===== src/rtl/spi_mem_responder_pkg.sv =====
// Shared opcodes, FSM state type and mode-register reset value for spi_mem_responder.
package spi_mem_responder_pkg;

   localparam logic [7:0] OP_READ    = 8'h03;
   localparam logic [7:0] OP_WRITE   = 8'h02;
   localparam logic [7:0] OP_RDSR    = 8'h05;
   localparam logic [7:0] OP_WRSR    = 8'h01;
   localparam logic [7:0] MODE_RESET = 8'h40;

   typedef enum logic [2:0] {
      ST_IDLE,
      ST_CMD,
      ST_ADDR,
      ST_READ,
      ST_WRITE,
      ST_STATUS,
      ST_IGNORE
   } state_t;

endpackage


===== src/rtl/spi_mem_responder_sync.sv =====
// Two-flop synchronisers for the SPI pins plus edge detection in the clk domain.
module spi_mem_responder_sync (
   input  logic clk,
   input  logic rst,
   input  logic sclk,
   input  logic cs_n,
   input  logic mosi,
   output logic sclk_rise,
   output logic sclk_fall,
   output logic cs_fall,
   output logic cs_rise,
   output logic mosi_s,
   output logic cs_n_s
);

   logic [1:0] sclk_ff;
   logic [1:0] cs_ff;
   logic [1:0] mosi_ff;
   logic       sclk_q;
   logic       cs_q;

   always_ff @(posedge clk or posedge rst) begin
      if (rst) begin
         sclk_ff <= '0;
         cs_ff   <= '1;
         mosi_ff <= '0;
         sclk_q  <= 1'b0;
         cs_q    <= 1'b1;
      end else begin
         sclk_ff <= {sclk_ff[0], sclk};
         cs_ff   <= {cs_ff[0], cs_n};
         mosi_ff <= {mosi_ff[0], mosi};
         sclk_q  <= sclk_ff[1];
         cs_q    <= cs_ff[1];
      end
   end

   assign sclk_rise = sclk_ff[1] & ~sclk_q;
   assign sclk_fall = ~sclk_ff[1] & sclk_q;
   assign cs_fall   = ~cs_ff[1] & cs_q;
   assign cs_rise   = cs_ff[1] & ~cs_q;
   assign mosi_s    = mosi_ff[1];
   assign cs_n_s    = cs_ff[1];

endmodule


===== src/rtl/spi_mem_responder.sv =====
// SPI mode-0 memory responder (READ 0x03 / WRITE 0x02, 16/24-bit address).
// Define SPI_MEM_RESPONDER_STATUS_EN to add RDSR/WRSR and the 8-bit mode register.
module spi_mem_responder
   import spi_mem_responder_pkg::*;
#(
   parameter int unsigned CLK_PER_SCLK_MIN = 8
) (
   input  logic        clk,
   input  logic        rst,
   input  logic        sclk,
   input  logic        cs_n,
   input  logic        mosi,
   output logic        miso,
   output logic        miso_oe,
   input  logic        addr_24bit,
   output logic [23:0] mem_addr,
   output logic        mem_re,
   input  logic [7:0]  mem_rdata,
   output logic        mem_we,
   output logic [7:0]  mem_wdata
);

   // Read prefetch needs ~3 clk between an sclk rise and the following fall.
   if (CLK_PER_SCLK_MIN < 6) begin : g_ratio_check
      $error("spi_mem_responder: CLK_PER_SCLK_MIN must be at least 6");
   end

   state_t      state, next_state;
   logic        sclk_rise, sclk_fall, cs_fall, cs_rise, mosi_s, cs_n_s;
   logic [4:0]  bit_cnt;
   logic [6:0]  shift_in;
   logic [7:0]  shift_out;
   logic [7:0]  byte_in;
   logic        miso_r;
   logic        a24;
   logic        is_read;
   logic        re_d;
   logic [1:0]  warm;
   logic        armed;
   logic        start;
   logic        byte_done;
   logic        addr_done;
   logic [23:0] next_addr;
`ifdef SPI_MEM_RESPONDER_STATUS_EN
   logic [7:0]  mode_reg;
   logic        is_wrsr;
`endif

   spi_mem_responder_sync u_sync (
      .clk       (clk),
      .rst       (rst),
      .sclk      (sclk),
      .cs_n      (cs_n),
      .mosi      (mosi),
      .sclk_rise (sclk_rise),
      .sclk_fall (sclk_fall),
      .cs_fall   (cs_fall),
      .cs_rise   (cs_rise),
      .mosi_s    (mosi_s),
      .cs_n_s    (cs_n_s)
   );

   assign byte_in   = {shift_in, mosi_s};
   assign byte_done = sclk_rise && (bit_cnt[2:0] == 3'd7);
   assign addr_done = sclk_rise && (bit_cnt == (a24 ? 5'd23 : 5'd15));
   // A cs_n already low when reset releases must not start a transaction.
   assign start     = cs_fall && armed;
   assign next_addr = a24 ? mem_addr + 24'd1 : {8'h00, mem_addr[15:0] + 16'd1};

   always_ff @(posedge clk or posedge rst) begin
      if (rst) state <= ST_IDLE;
      else     state <= next_state;
   end

   always_comb begin
      next_state = state;
      miso_oe    = 1'b0;
      miso       = 1'b0;
      if (cs_rise) begin
         next_state = ST_IDLE;
      end else begin
         case (state)
            ST_IDLE: if (start) next_state = ST_CMD;
            ST_CMD: begin
               if (byte_done) begin
                  case (byte_in)
                     OP_READ, OP_WRITE: next_state = ST_ADDR;
`ifdef SPI_MEM_RESPONDER_STATUS_EN
                     OP_RDSR: next_state = ST_STATUS;
                     OP_WRSR: next_state = ST_WRITE;
`else
                     OP_RDSR, OP_WRSR: next_state = ST_IGNORE;
`endif
                     default: next_state = ST_IGNORE;
                  endcase
               end
            end
            ST_ADDR: if (addr_done) next_state = is_read ? ST_READ : ST_WRITE;
`ifdef SPI_MEM_RESPONDER_STATUS_EN
            ST_WRITE: if (is_wrsr && byte_done) next_state = ST_IGNORE;
`endif
            default: next_state = state;
         endcase
      end
      miso_oe = ((state == ST_READ) || (state == ST_STATUS)) && !cs_n_s;
      miso    = miso_oe & miso_r;
   end

   always_ff @(posedge clk or posedge rst) begin
      if (rst) begin
         bit_cnt   <= '0;
         shift_in  <= '0;
         shift_out <= '0;
         miso_r    <= 1'b0;
         a24       <= 1'b0;
         is_read   <= 1'b0;
         re_d      <= 1'b0;
         warm      <= '0;
         armed     <= 1'b0;
         mem_addr  <= '0;
         mem_re    <= 1'b0;
         mem_we    <= 1'b0;
         mem_wdata <= '0;
`ifdef SPI_MEM_RESPONDER_STATUS_EN
         mode_reg  <= MODE_RESET;
         is_wrsr   <= 1'b0;
`endif
      end else begin
         mem_re <= 1'b0;
         mem_we <= 1'b0;
         re_d   <= mem_re;
         if (warm != 2'd3) warm <= warm + 2'd1;
         else if (cs_n_s)  armed <= 1'b1;
         if (mem_we) mem_addr <= next_addr;

         case (state)
            ST_IDLE: begin
               if (start) begin
                  bit_cnt  <= '0;
                  mem_addr <= '0;
                  a24      <= addr_24bit;
                  miso_r   <= 1'b0;
               end
            end
            ST_CMD: begin
               if (sclk_rise) begin
                  shift_in <= byte_in[6:0];
                  bit_cnt  <= bit_cnt + 5'd1;
               end
               if (byte_done) begin
                  bit_cnt <= '0;
                  is_read <= (byte_in == OP_READ);
`ifdef SPI_MEM_RESPONDER_STATUS_EN
                  is_wrsr <= (byte_in == OP_WRSR);
                  if (byte_in == OP_RDSR) shift_out <= mode_reg;
`endif
               end
            end
            ST_ADDR: begin
               if (sclk_rise) begin
                  mem_addr <= {mem_addr[22:0], mosi_s};
                  bit_cnt  <= bit_cnt + 5'd1;
               end
               if (addr_done) begin
                  bit_cnt <= '0;
                  if (is_read) mem_re <= 1'b1;
               end
            end
            ST_READ: begin
               if (sclk_rise) begin
                  shift_out <= {shift_out[6:0], 1'b0};
                  bit_cnt   <= bit_cnt + 5'd1;
               end
               if (byte_done) begin
                  bit_cnt  <= '0;
                  mem_re   <= 1'b1;
                  mem_addr <= next_addr;
               end
               if (sclk_fall) miso_r <= shift_out[7];
               if (re_d)      shift_out <= mem_rdata;
            end
            ST_WRITE: begin
               if (sclk_rise) begin
                  shift_in <= byte_in[6:0];
                  bit_cnt  <= bit_cnt + 5'd1;
               end
               if (byte_done) begin
                  bit_cnt <= '0;
`ifdef SPI_MEM_RESPONDER_STATUS_EN
                  if (is_wrsr) begin
                     mode_reg <= byte_in;
                  end else begin
                     mem_we    <= 1'b1;
                     mem_wdata <= byte_in;
                  end
`else
                  mem_we    <= 1'b1;
                  mem_wdata <= byte_in;
`endif
               end
            end
`ifdef SPI_MEM_RESPONDER_STATUS_EN
            ST_STATUS: begin
               if (sclk_rise) begin
                  shift_out <= {shift_out[6:0], 1'b0};
                  bit_cnt   <= bit_cnt + 5'd1;
               end
               if (byte_done) begin
                  bit_cnt   <= '0;
                  shift_out <= mode_reg;
               end
               if (sclk_fall) miso_r <= shift_out[7];
            end
`endif
            default: ;
         endcase

         if (cs_rise) bit_cnt <= '0;
      end
   end

endmodule


===== config.mk =====
export PLATFORM = sky130hd
export DESIGN_NAME = spi_mem_responder
export DESIGN_NICKNAME = d
export VERILOG_FILES = /design/src/rtl/spi_mem_responder_pkg.sv /design/src/rtl/spi_mem_responder_sync.sv /design/src/rtl/spi_mem_responder.sv
export SDC_FILE = /design/constraint.sdc
export NUM_CORES = 1
export LEC_CHECK = 0
export BUFFER_PORTS_ARGS = -buffer_cell sky130_fd_sc_hd__buf_2
export CAP_MARGIN = 20
export CORE_ASPECT_RATIO = 1.25
export CORE_MARGIN = 2
export CORE_UTILIZATION = 45
export CTS_CLUSTER_SIZE = 28
export DETAILED_ROUTE_END_ITERATION = 7
export PLACE_DENSITY = 0.64
export SETUP_SLACK_MARGIN = 0.05
export SYNTH_ARGS = -nofsm -noshare
export SYNTH_HDL_FRONTEND = slang
export SYNTH_SLANG_ARGS = --single-unit

===== constraint.sdc =====
create_clock -name clk -period 3.1 [get_ports clk]
set_input_delay 0.775 -clock clk [delete_from_list [all_inputs] [get_ports clk]]
set_output_delay 0.775 -clock clk [all_outputs]
set_load 0.03 [all_outputs]

==> results_dict.tcl, run 1 <==
set metrics [dict create \
    status "complete, no violations" \
    reg2reg_depth 5 \
    dp.cells 552 \
    crit_buf_inv 2 \
    htreeDepth 3 \
    max_freq_ghz 0.374 \
    r2r_start "state[1]$_DFFE_PP0P_" \
    hold_viol 0 \
    clkTransAtPathRegs_ns 0.07 \
    dr.pass1.iters 5 \
    routed_wl_um 9760 \
    switching_share 0.365 \
    relSlewSlack 0.504 \
    grt_pass1_vias 3269 \
    async_flop_share 1.00 \
    vias 3386 \
    yosysSeqAreaShare 0.457 \
    worstSetupPathType "reg2out" \
    io_pins 50 \
    maxSlewViolCount 0 \
    grt_pass1_wl_um 16300 \
    powerDensity_nw_per_um2 664 \
    p_comb_frac 0.275 \
    postSynthAreaPerCell_um2 9.89 \
    fin_cells 568 \
    grt_start_max_net_pins 43 \
    hp-class "reg2reg" \
    holdBufCountCts 0 \
    crit_family "flip-flops" \
    io_buffers 49 \
    synth_cell_types 63 \
    cp-end-kind "primary output" \
    rrSetupSlack_ns 0.65 \
    cts_setup_buffers 0 \
    syn2layout_area_growth_pct 15.0 \
    cp_slowest_cell "dfrtp_1" \
    initial_core_util 0.459 \
    r2r-end "mem_addr[10]$_DFF_PP0_" \
    antenna_left 0 \
    synthTopCellsByCount "dfrtp_1 (69), nand2_1 (32), o21ai_0 (31)" \
    die_y_um 109 \
    vdd_drop_max_mv 0.320 \
    cts_buffer_depth 2 \
    synthAdderAreaFrac 0.0127 \
    clockRootBuffer "clkbuf_8" \
    synth-simple-area-share 0.207 \
    hpwl_um 6920 \
    synth_edf_count 0 \
    drive_above_1_share 0.239 \
    netlist_instances 399 \
    yosys_most_used_dff "dfrtp_1" \
    die_w_um 87.8 \
    synth_top_family_by_area "simple AND/OR/NAND/NOR gates" \
    hold_end "u_sync.sclk_ff[1]$_DFF_PP0_" \
    crit_path_cell_trace "inv_1 > nor3_1 > and2_1 > buf_2" \
    power.net_switching_uw 1100 \
    drc_errors 0 \
    slowest_delay_ns 0.62 \
    finalClockSkew_ns 0.00674 \
    timing.hold.ws_ns 0.352 \
    clk_latency_ns 0.35 \
    worstPathMaxFanout 15 \
    drt_iter0_markers 230 \
    die-area_um2 9540 \
    diodes 0 \
    synth_xor_area_frac 0.0155 \
    min_period_ns 2.68 \
    yosys.area.top_type_share 0.437 \
    via_per_inst 5.96 \
    cts_sinks 72 \
    synth_area_leaders "dfrtp_1 (44%), mux2_2 (5.1%), o21ai_0 (3.9%), nand3_1 (3.2%), nand2_1 (3.0%)" \
    routabilityCongestion 0.945 \
    tritoncts "done" \
    critPathLaunchType "register" \
    final.setup.tns_ns 0 \
    yosysTopAreaCell "dfrtp_1" \
    core_um2 8610 \
    max_cap_viol_count 0 \
    fp-row-count 38 \
    synth_compound_area_frac 0.200 \
    p_int_uw 1910 \
    grt_use_total 0.219 \
    final_nets 461 \
    wl_per_cell_um 17.2 \
    power_uw 3010 \
    p_leak_uw 0.00206 \
    rsz0062_at_grt "no" \
    synth_seq_cells 72 \
    synthMuxAreaShare 0.0742 \
    period_share 0.863 \
    overflow 0 \
    synth_most_common_cell "dfrtp_1" \
    worstMarginPinSlew_ns 0.739 \
    worstHoldPathCells 0 \
    synth_nets 417 \
    finalSetupViolations 0 \
    antenna_found_initial 0 \
    ys_warn_count 0 \
    hold_path.startpoint "u_sync.sclk_ff[0]$_DFF_PP0_" \
    cts_inserted_buffers 9 \
    clockPowerShare 0.281 \
    cts-resized-gates 0 \
    cp.required_ns 2.32 \
    power_frac_seq 0.443 \
    cp.arrival_ns 1.90 \
    critPathLaunch "state[0]$_DFFE_PP0P_" \
    syn_area_um2 3950 \
]
## worst reg2reg max path, stage by stage, from the launching register on
cell and delay [ns]:
dfrtp_1 0.71, and3b_1 0.43, nand2_1 0.38, a21oi_1 0.42, a31oi_1 0.14, o32ai_1 0.28
## sequential cells by signal, indices dropped and copies added, names as in the netlist
| register | cells |
|---|---|
| u_sync.cs_ff | 2 |
| u_sync.cs_q | 1 |
| warm | 2 |
| shift_in | 7 |
| bit_cnt | 5 |
| state | 3 |
| re_d | 1 |
| u_sync.sclk_ff | 2 |
| a24 | 1 |
| armed | 1 |
| is_read | 1 |
| shift_out | 8 |
| mem_wdata | 8 |
| mem_re | 1 |
| miso_r | 1 |
| mem_addr | 24 |
| u_sync.mosi_ff | 2 |
| u_sync.sclk_q | 1 |
| mem_we | 1 |
## power by group through the flow
stage | sequential (uW) | clock, uW | combinational [uW]
after global placement | 1340 | 0 | 809
final | 1340 | 847 | 829
after detailed placement | 1350 | 0 | 827
after CTS | 1330 | 867 | 829
after global routing | 1370 | 912 | 918
after floorplan | 1270 | 0 | 664
## worst max path at each step
| stage | end | slack (ns) | cells past startpoint |
|---|---|---|---|
| 2_1_floorplan | miso | 0.37 | 5 |
| 3_3_place_gp | miso | 0.83 | 4 |
| 3_5_place_dp | mem_addr[10]$_DFF_PP0_ | 0.75 | 7 |
| 4_1_cts | miso | 0.37 | 4 |
| 5_1_grt | miso | 0.21 | 4 |
| 6_report | miso | 0.42 | 4 |
## placed cells by master, fill, tap and decap left out, types with 3 or more instances in the layout
cell	count
mux2i_1	9
a41o_1	4
ha_1	4
nor2b_1	6
nand3_1	25
nor2_1	16
nand4_1	8
a32o_1	4
a31oi_1	8
o21ai_0	31
nand2_1	32
or2_2	3
a22o_1	8
nor3b_1	4
buf_2	49
and3b_1	5
a41oi_1	3
or3_1	5
inv_1	7
and2_1	4
xnor2_1	5
buf_4	6
dfstp_2	3
o211ai_1	4
nor3_1	9
o31ai_1	7
and3_1	6
nand2b_1	5
clkbuf_8	10
and4_1	3
nor4_1	3
mux2_2	18
o221ai_1	3
a221oi_1	3
dfrtp_1	69
a21oi_1	16
## area by class of cell
type                       instances  area [um^2]
fill                             811         4070
timing repair buffer              56          310
clock inverter                     6         92.6
tap                              120          150
sequential                        72         1810
multi-input combinational        296         2010
inverter                           8         30.0
clock buffer                      10          138
## through the flow
stage	util	setup WS (ns)	cell area, um^2
floorplan	-	0.373	3950
global route	0.527	0.207	4540
CTS	0.527	0.366	4540
detailed placement	0.501	0.747	4310
finish	0.527	0.424	4540
global placement	0.501	0.827	4310
## kinds of logic (layout without fill, tap and decap cells)
group	Yosys count	in the layout
adders and majority gates	4	4
buffers and inverters	31	80
and+or+nand+nor	144	144
AOI/OAI and AO/OA	114	114
muxes	27	27
DFF	72	72
xor gates and xnor gates	7	7
## layer usage
| metal | wire length [um] | vias up | global-route usage |
|---|---|---|---|
| met5 | 0 | - | 0 |
| met1 | 4160 | 1627 | 0.275 |
| met3 | 519 | 27 | 0.0439 |
| li1 | - | 1612 | - |
| met2 | 4800 | 120 | 0.350 |
| met4 | 269 | 0 | 0.120 |
(Power assumes the default switching activity.)
==> inputs of run 2 (changes only) <==
==> constraint.sdc (replaced) <==
create_clock -name clk -period 3.1 [get_ports clk]
set_input_delay 0.31 -clock clk [delete_from_list [all_inputs] [get_ports clk]]
set_output_delay 0.31 -clock clk [all_outputs]
set_load 0.03 [all_outputs]
==> run 2 against run 1 <==
Clock-buffer cell count did not move. First-iteration DRC count fell by 16%. Sequential power barely moved. Clock skew rose by 0.0083 ns. Non-clock buffer count fell by 1. Wire length rose by 0.15%.
==> results_dict.tcl, run 2 (synthesis gave the netlist of run 1 again) <==
set metrics [dict create \
    cts-resized-gates 0 \
    clkTransAtPathRegs_ns 0.08 \
    worstPathMaxFanout 19 \
    layout_commonest_cell "dfrtp_1" \
    fin_cells 566 \
    drt_iter0_markers 194 \
    clockRootBuffer "clkbuf_8" \
    cts_buffer_depth 2 \
    grt_pass1_wl_um 15900 \
    grt_pass1_vias 3233 \
    drive_above_1_share 0.235 \
    power_uw 2830 \
    wl_per_cell_um 17.3 \
    slowest_delay_ns 0.70 \
    final_nets 460 \
    largestRegisters "mem_addr (24), mem_wdata (8), shift_out (8)" \
    routed_wl_um 9770 \
    status "complete, no violations" \
    hpwl_um 6770 \
    cts_sinks 72 \
    holdBufCountCts 0 \
    rrSetupSlack_ns 0.66 \
    r2r-end "mem_addr[10]$_DFF_PP0_" \
    diodes 0 \
    routabilityCongestion 0.894 \
    dr.pass1.iters 5 \
    worstHoldPathCells 1 \
    hold_viol 0 \
    fp-row-count 38 \
    finalClockSkew_ns 0.0151 \
    top_register "mem_addr" \
    max_cap_viol_count 0 \
    final_cell_mix "dfrtp_1 (69), buf_2 (49), nand2_1 (32)" \
    r2r_start "state[1]$_DFFE_PP0P_" \
    cp_slowest_cell "dfrtp_1" \
    drc_errors 0 \
    cts_inserted_buffers 9 \
    vias 3418 \
    io_pins 50 \
    cp.arrival_ns 2.69 \
    fillers 800 \
    largest_reg_flops 24 \
    htreeDepth 3 \
    die_y_um 109 \
    grt_use_total 0.216 \
    grt_start_max_net_pins 73 \
    final.setup.tns_ns 0 \
    powerDensity_nw_per_um2 635 \
    cp.required_ns 3.35 \
    reg2reg_depth 5 \
    via_per_inst 6.04 \
    core_um2 8610 \
    initial_core_util 0.459 \
    critPathLaunchType "register" \
    antenna_left 0 \
    p_leak_uw 0.00203 \
    cts_setup_buffers 0 \
    worstSetupPathType "reg2reg" \
    vdd_drop_max_mv 0.320 \
    worstMarginPinSlew_ns 0.905 \
    relSlewSlack 0.396 \
    hp-class "in2reg" \
    utilization 0.518 \
    die_w_um 87.8 \
    syn2layout_area_growth_pct 13.0 \
    io_buffers 49 \
    tritoncts "done" \
    period_share 0.787 \
    clk_latency_ns 0.36 \
    max_freq_ghz 0.410 \
    rsz0062_at_grt "no" \
    antenna_found_initial 0 \
    min_period_ns 2.44 \
    hold_end "u_sync.cs_ff[0]$_DFF_PP1_" \
    finalSetupViolations 0 \
    crit_path_cell_trace "and3b_1 > nand2_1 > a21oi_1 > a31oi_1 > o32ai_1" \
    dp.cells 551 \
    hold_path.startpoint "cs_n" \
    cp-end-kind "register" \
    die-area_um2 9540 \
    maxSlewViolCount 0 \
    overflow 0 \
]
run 2: changes by cell type in the layout (fill, tap and decap cells not counted), sizes merged:
cell / before / now
buf: 56 / 55
clkinv: 2 / 3
bufinv: 2 / 0
run 2: critical path, delay by kind of cell, from the launching register on:
family           cells  cell delay [ns]
AND/OR/NAND/NOR      2             0.78
AO/OA/AOI/OAI        3             0.85
flip-flops           1             0.70
run 2: layer usage:
layer  vias to the layer above  share of wire  GRT usage
met1                      1671           0.43      0.268
met3                        24          0.045     0.0416
met4                         0          0.030      0.121
met2                       115           0.50      0.348
met5                         -              0          0
li1                       1608              -          -
run 2: worst max-delay path by stage:
stage / startpoint / endpoint / slack, ns / cells past startpoint
final: state[1]$_DFFE_PP0P_ / mem_addr[10]$_DFF_PP0_ / 0.66 / 5
after global routing: state[1]$_DFFE_PP0P_ / mem_addr[10]$_DFF_PP0_ / 0.45 / 5
after CTS: state[1]$_DFFE_PP0P_ / mem_addr[10]$_DFF_PP0_ / 0.70 / 5
after detailed placement: state[1]$_DFFE_PP0P_ / mem_addr[10]$_DFF_PP0_ / 0.75 / 5
after global placement: state[0]$_DFFE_PP0P_ / mem_addr[6]$_DFF_PP0_ / 0.82 / 6
after floorplan: state[2]$_DFFE_PP0P_ / miso / 0.84 / 5
run 2: through the flow:
step	cell area (um^2)	hold slack [ns]	setup WS, ns
after floorplan	3950	0.314	0.838
after global placement	4290	0.333	0.818
after detailed placement	4290	0.342	0.750
after CTS	4460	0.0264	0.703
after global routing	4460	0.0272	0.451
final	4460	0.0485	0.659
run 2: power breakdown:
| group | leakage, uW | total (uW) | switching, uW | internal (uW) |
|---|---|---|---|---|
| sequential | 0.000931 | 1340 | 251 | 1090 |
| combinational | 0.00101 | 823 | 479 | 344 |
| clock | 0.0000841 | 670 | 365 | 306 |
run 2: layout make-up:
class,count,area [um^2],area share
clock buffers,10,138,0.0309
clock inverters,5,33.8,0.00758
inverters,8,30.0,0.00673
multi-input cells,296,2010,0.451
flip-flops and latches,72,1810,0.405
well taps,120,150,0.0337
repair buffers,55,290,0.0651
==> inputs of run 3 (changes only) <==
--- a/config.mk
+++ b/config.mk
@@ -12,7 +12,7 @@
 export CORE_UTILIZATION = 45
 export CTS_CLUSTER_SIZE = 28
 export DETAILED_ROUTE_END_ITERATION = 7
-export PLACE_DENSITY = 0.64
+export PLACE_DENSITY = 0.66
 export SETUP_SLACK_MARGIN = 0.05
 export SYNTH_ARGS = -nofsm -noshare
 export SYNTH_HDL_FRONTEND = slang
==> constraint.sdc (replaced) <==
create_clock -name clk -period 2.11 [get_ports clk]
set_input_delay 0.211 -clock clk [delete_from_list [all_inputs] [get_ports clk]]
set_output_delay 0.211 -clock clk [all_outputs]
set_load 0.03 [all_outputs]
==> run 3 against run 2 <==
Die area is the same. Sequential share of layout area shrank 4.4 points. Global-route usage grew 2.1 points. Clock skew shrank 0.0040 ns. Highest routed layer unchanged.
==> results_dict.tcl, run 3 (synthesis gave the netlist of run 1 again) <==
set metrics [dict create \
    die_w_um 87.8 \
    grt_pass1_vias 3588 \
    core_um2 8610 \
    grt_start_max_net_pins 43 \
    hold_end "a24$_DFFE_PP0P_" \
    clk_latency_ns 0.36 \
    htreeDepth 3 \
    drt_iter0_markers 253 \
    drive_above_1_share 0.338 \
    wl_per_cell_um 17.3 \
    cts_sinks 72 \
    worstPathMaxFanout 5 \
    layout_setup_ws_ns 0.104 \
    maxSlewViolCount 0 \
    finalClockSkew_ns 0.0111 \
    drc_errors 0 \
    dr.pass1.iters 5 \
    vias 3618 \
    vdd_drop_max_mv 0.588 \
    grt_pass1_wl_um 17500 \
    period_share 0.951 \
    overflow 0 \
    max_freq_ghz 0.498 \
    cp.arrival_ns 2.24 \
    diodes 0 \
    utilization 0.583 \
    syn2layout_area_growth_pct 27.0 \
    final_cell_mix "dfrtp_1 (67), buf_2 (49), buf_4 (47)" \
    clockRootBuffer "clkbuf_8" \
    min_period_ns 2.01 \
    finalSetupViolations 0 \
    fp-row-count 38 \
    critPathLaunchType "register" \
    hold_path.startpoint "addr_24bit" \
    hpwl_um 7540 \
    largestRegisters "mem_addr (24), mem_wdata (8), shift_out (8)" \
    grt_use_total 0.236 \
    io_buffers 49 \
    r2r_start "bit_cnt[1]$_DFFE_PP0P_" \
    routed_wl_um 10600 \
    rsz0062_at_grt "yes" \
    initial_core_util 0.459 \
    clkTransAtPathRegs_ns 0.07 \
    cts_inserted_buffers 9 \
    p_leak_uw 0.00232 \
    cts_buffer_depth 2 \
    tritoncts "done" \
    via_per_inst 5.89 \
    rrSetupSlack_ns 0.10 \
    status "complete, no violations" \
    worstMarginPinSlew_ns 0.700 \
    die_y_um 109 \
    cp-end-kind "register" \
    worstHoldPathCells 2 \
    top_register "mem_addr" \
    largest_reg_flops 24 \
    fin_cells 614 \
    layout_commonest_cell "dfrtp_1" \
    fillers 759 \
    relSlewSlack 0.529 \
    worstSetupPathType "reg2reg" \
    pre_cts_ws_ns 0.0275 \
    io_pins 50 \
    hold_viol 0 \
    final_nets 507 \
    hp-class "in2reg" \
    powerDensity_nw_per_um2 951 \
    reg2reg_depth 8 \
    r2r-end "bit_cnt[2]$_DFFE_PP0P_" \
    cp.required_ns 2.35 \
    die-area_um2 9540 \
    antenna_left 0 \
    max_cap_viol_count 0 \
    dp.cells 594 \
    antenna_found_initial 0 \
    routabilityCongestion 0.918 \
]
## run 3: cell types whose count changed in the layout (fill, tap and decap cells not counted), sizes merged
cell and delta:
buf +43, dlygate4sd3 +4, bufinv +2, clkbuf +1, clkinv -1, clkinvlp -1
## run 3: critical path, stage by stage, from the launching register on
cell      delay (ns)
dfrtp_1         0.42
ha_4            0.17
ha_2            0.20
nand3b_1        0.12
buf_4           0.17
o211a_1         0.10
a31o_2          0.25
and2_1          0.19
a32o_1          0.27
## run 3: where the power goes
group / internal, uW / switching, uW / total, uW / leakage (uW)
clock network: 698 / 533 / 1230 / 0.000110
logic: 739 / 945 / 1680 / 0.00129
registers: 1600 / 250 / 1850 / 0.000928
## run 3: timing repair
action | 4_1_cts | 5_1_grt
pin swaps | 0 | 3
hold buffers | 4 | 0
buffers inserted | 0 | 0
hold endpoints to repair | 49 | 0
resized for setup | 4 | 22
setup endpoints to repair | 5 | 21
## run 3: worst max-delay path by stage
stage	startpoint	endpoint	slack, ns	depth (start not counted)
global route	bit_cnt[1]$_DFFE_PP0P_	bit_cnt[2]$_DFFE_PP0P_	0.01	8
CTS	bit_cnt[1]$_DFFE_PP0P_	mem_addr[10]$_DFF_PP0_	0.07	8
finish	bit_cnt[1]$_DFFE_PP0P_	bit_cnt[2]$_DFFE_PP0P_	0.10	8
detailed placement	bit_cnt[1]$_DFFE_PP0P_	mem_addr[2]$_DFF_PP0_	0.03	7
floorplan	mem_addr[0]$_DFF_PP0_	mem_addr[16]$_DFF_PP0_	-0.03	6
global placement	bit_cnt[1]$_DFFE_PP0P_	mem_addr[2]$_DFF_PP0_	0.08	7
## run 3: metal layers
metal	global-route usage	routed length (um)
met5	0	0
met4	0.109	364
met3	0.0492	639
met2	0.395	5300
met1	0.291	4340
## run 3: area by class of cell
class / instances / area (um^2) / share of cell area
Sequential cell: 72 / 1810 / 0.361
Tap cell: 120 / 150 / 0.0299
Inverter: 8 / 30.0 / 0.00599
Clock buffer: 11 / 141 / 0.0282
Clock inverter: 5 / 81.3 / 0.0162
Multi-Input combinational cell: 296 / 2130 / 0.426
Timing Repair Buffer: 102 / 669 / 0.134
## run 3: metrics by stage
stage	setup TNS (ns)	cell area, um^2	hold WS [ns]	power [uW]
2_1_floorplan	-0.0274	3950	0.215	2840
3_3_place_gp	0	4630	0.311	3380
3_5_place_dp	0	4630	0.312	3420
4_1_cts	0	4910	0.0873	4690
5_1_grt	0	5010	0.0968	5050
6_report	0	5010	0.0986	4770
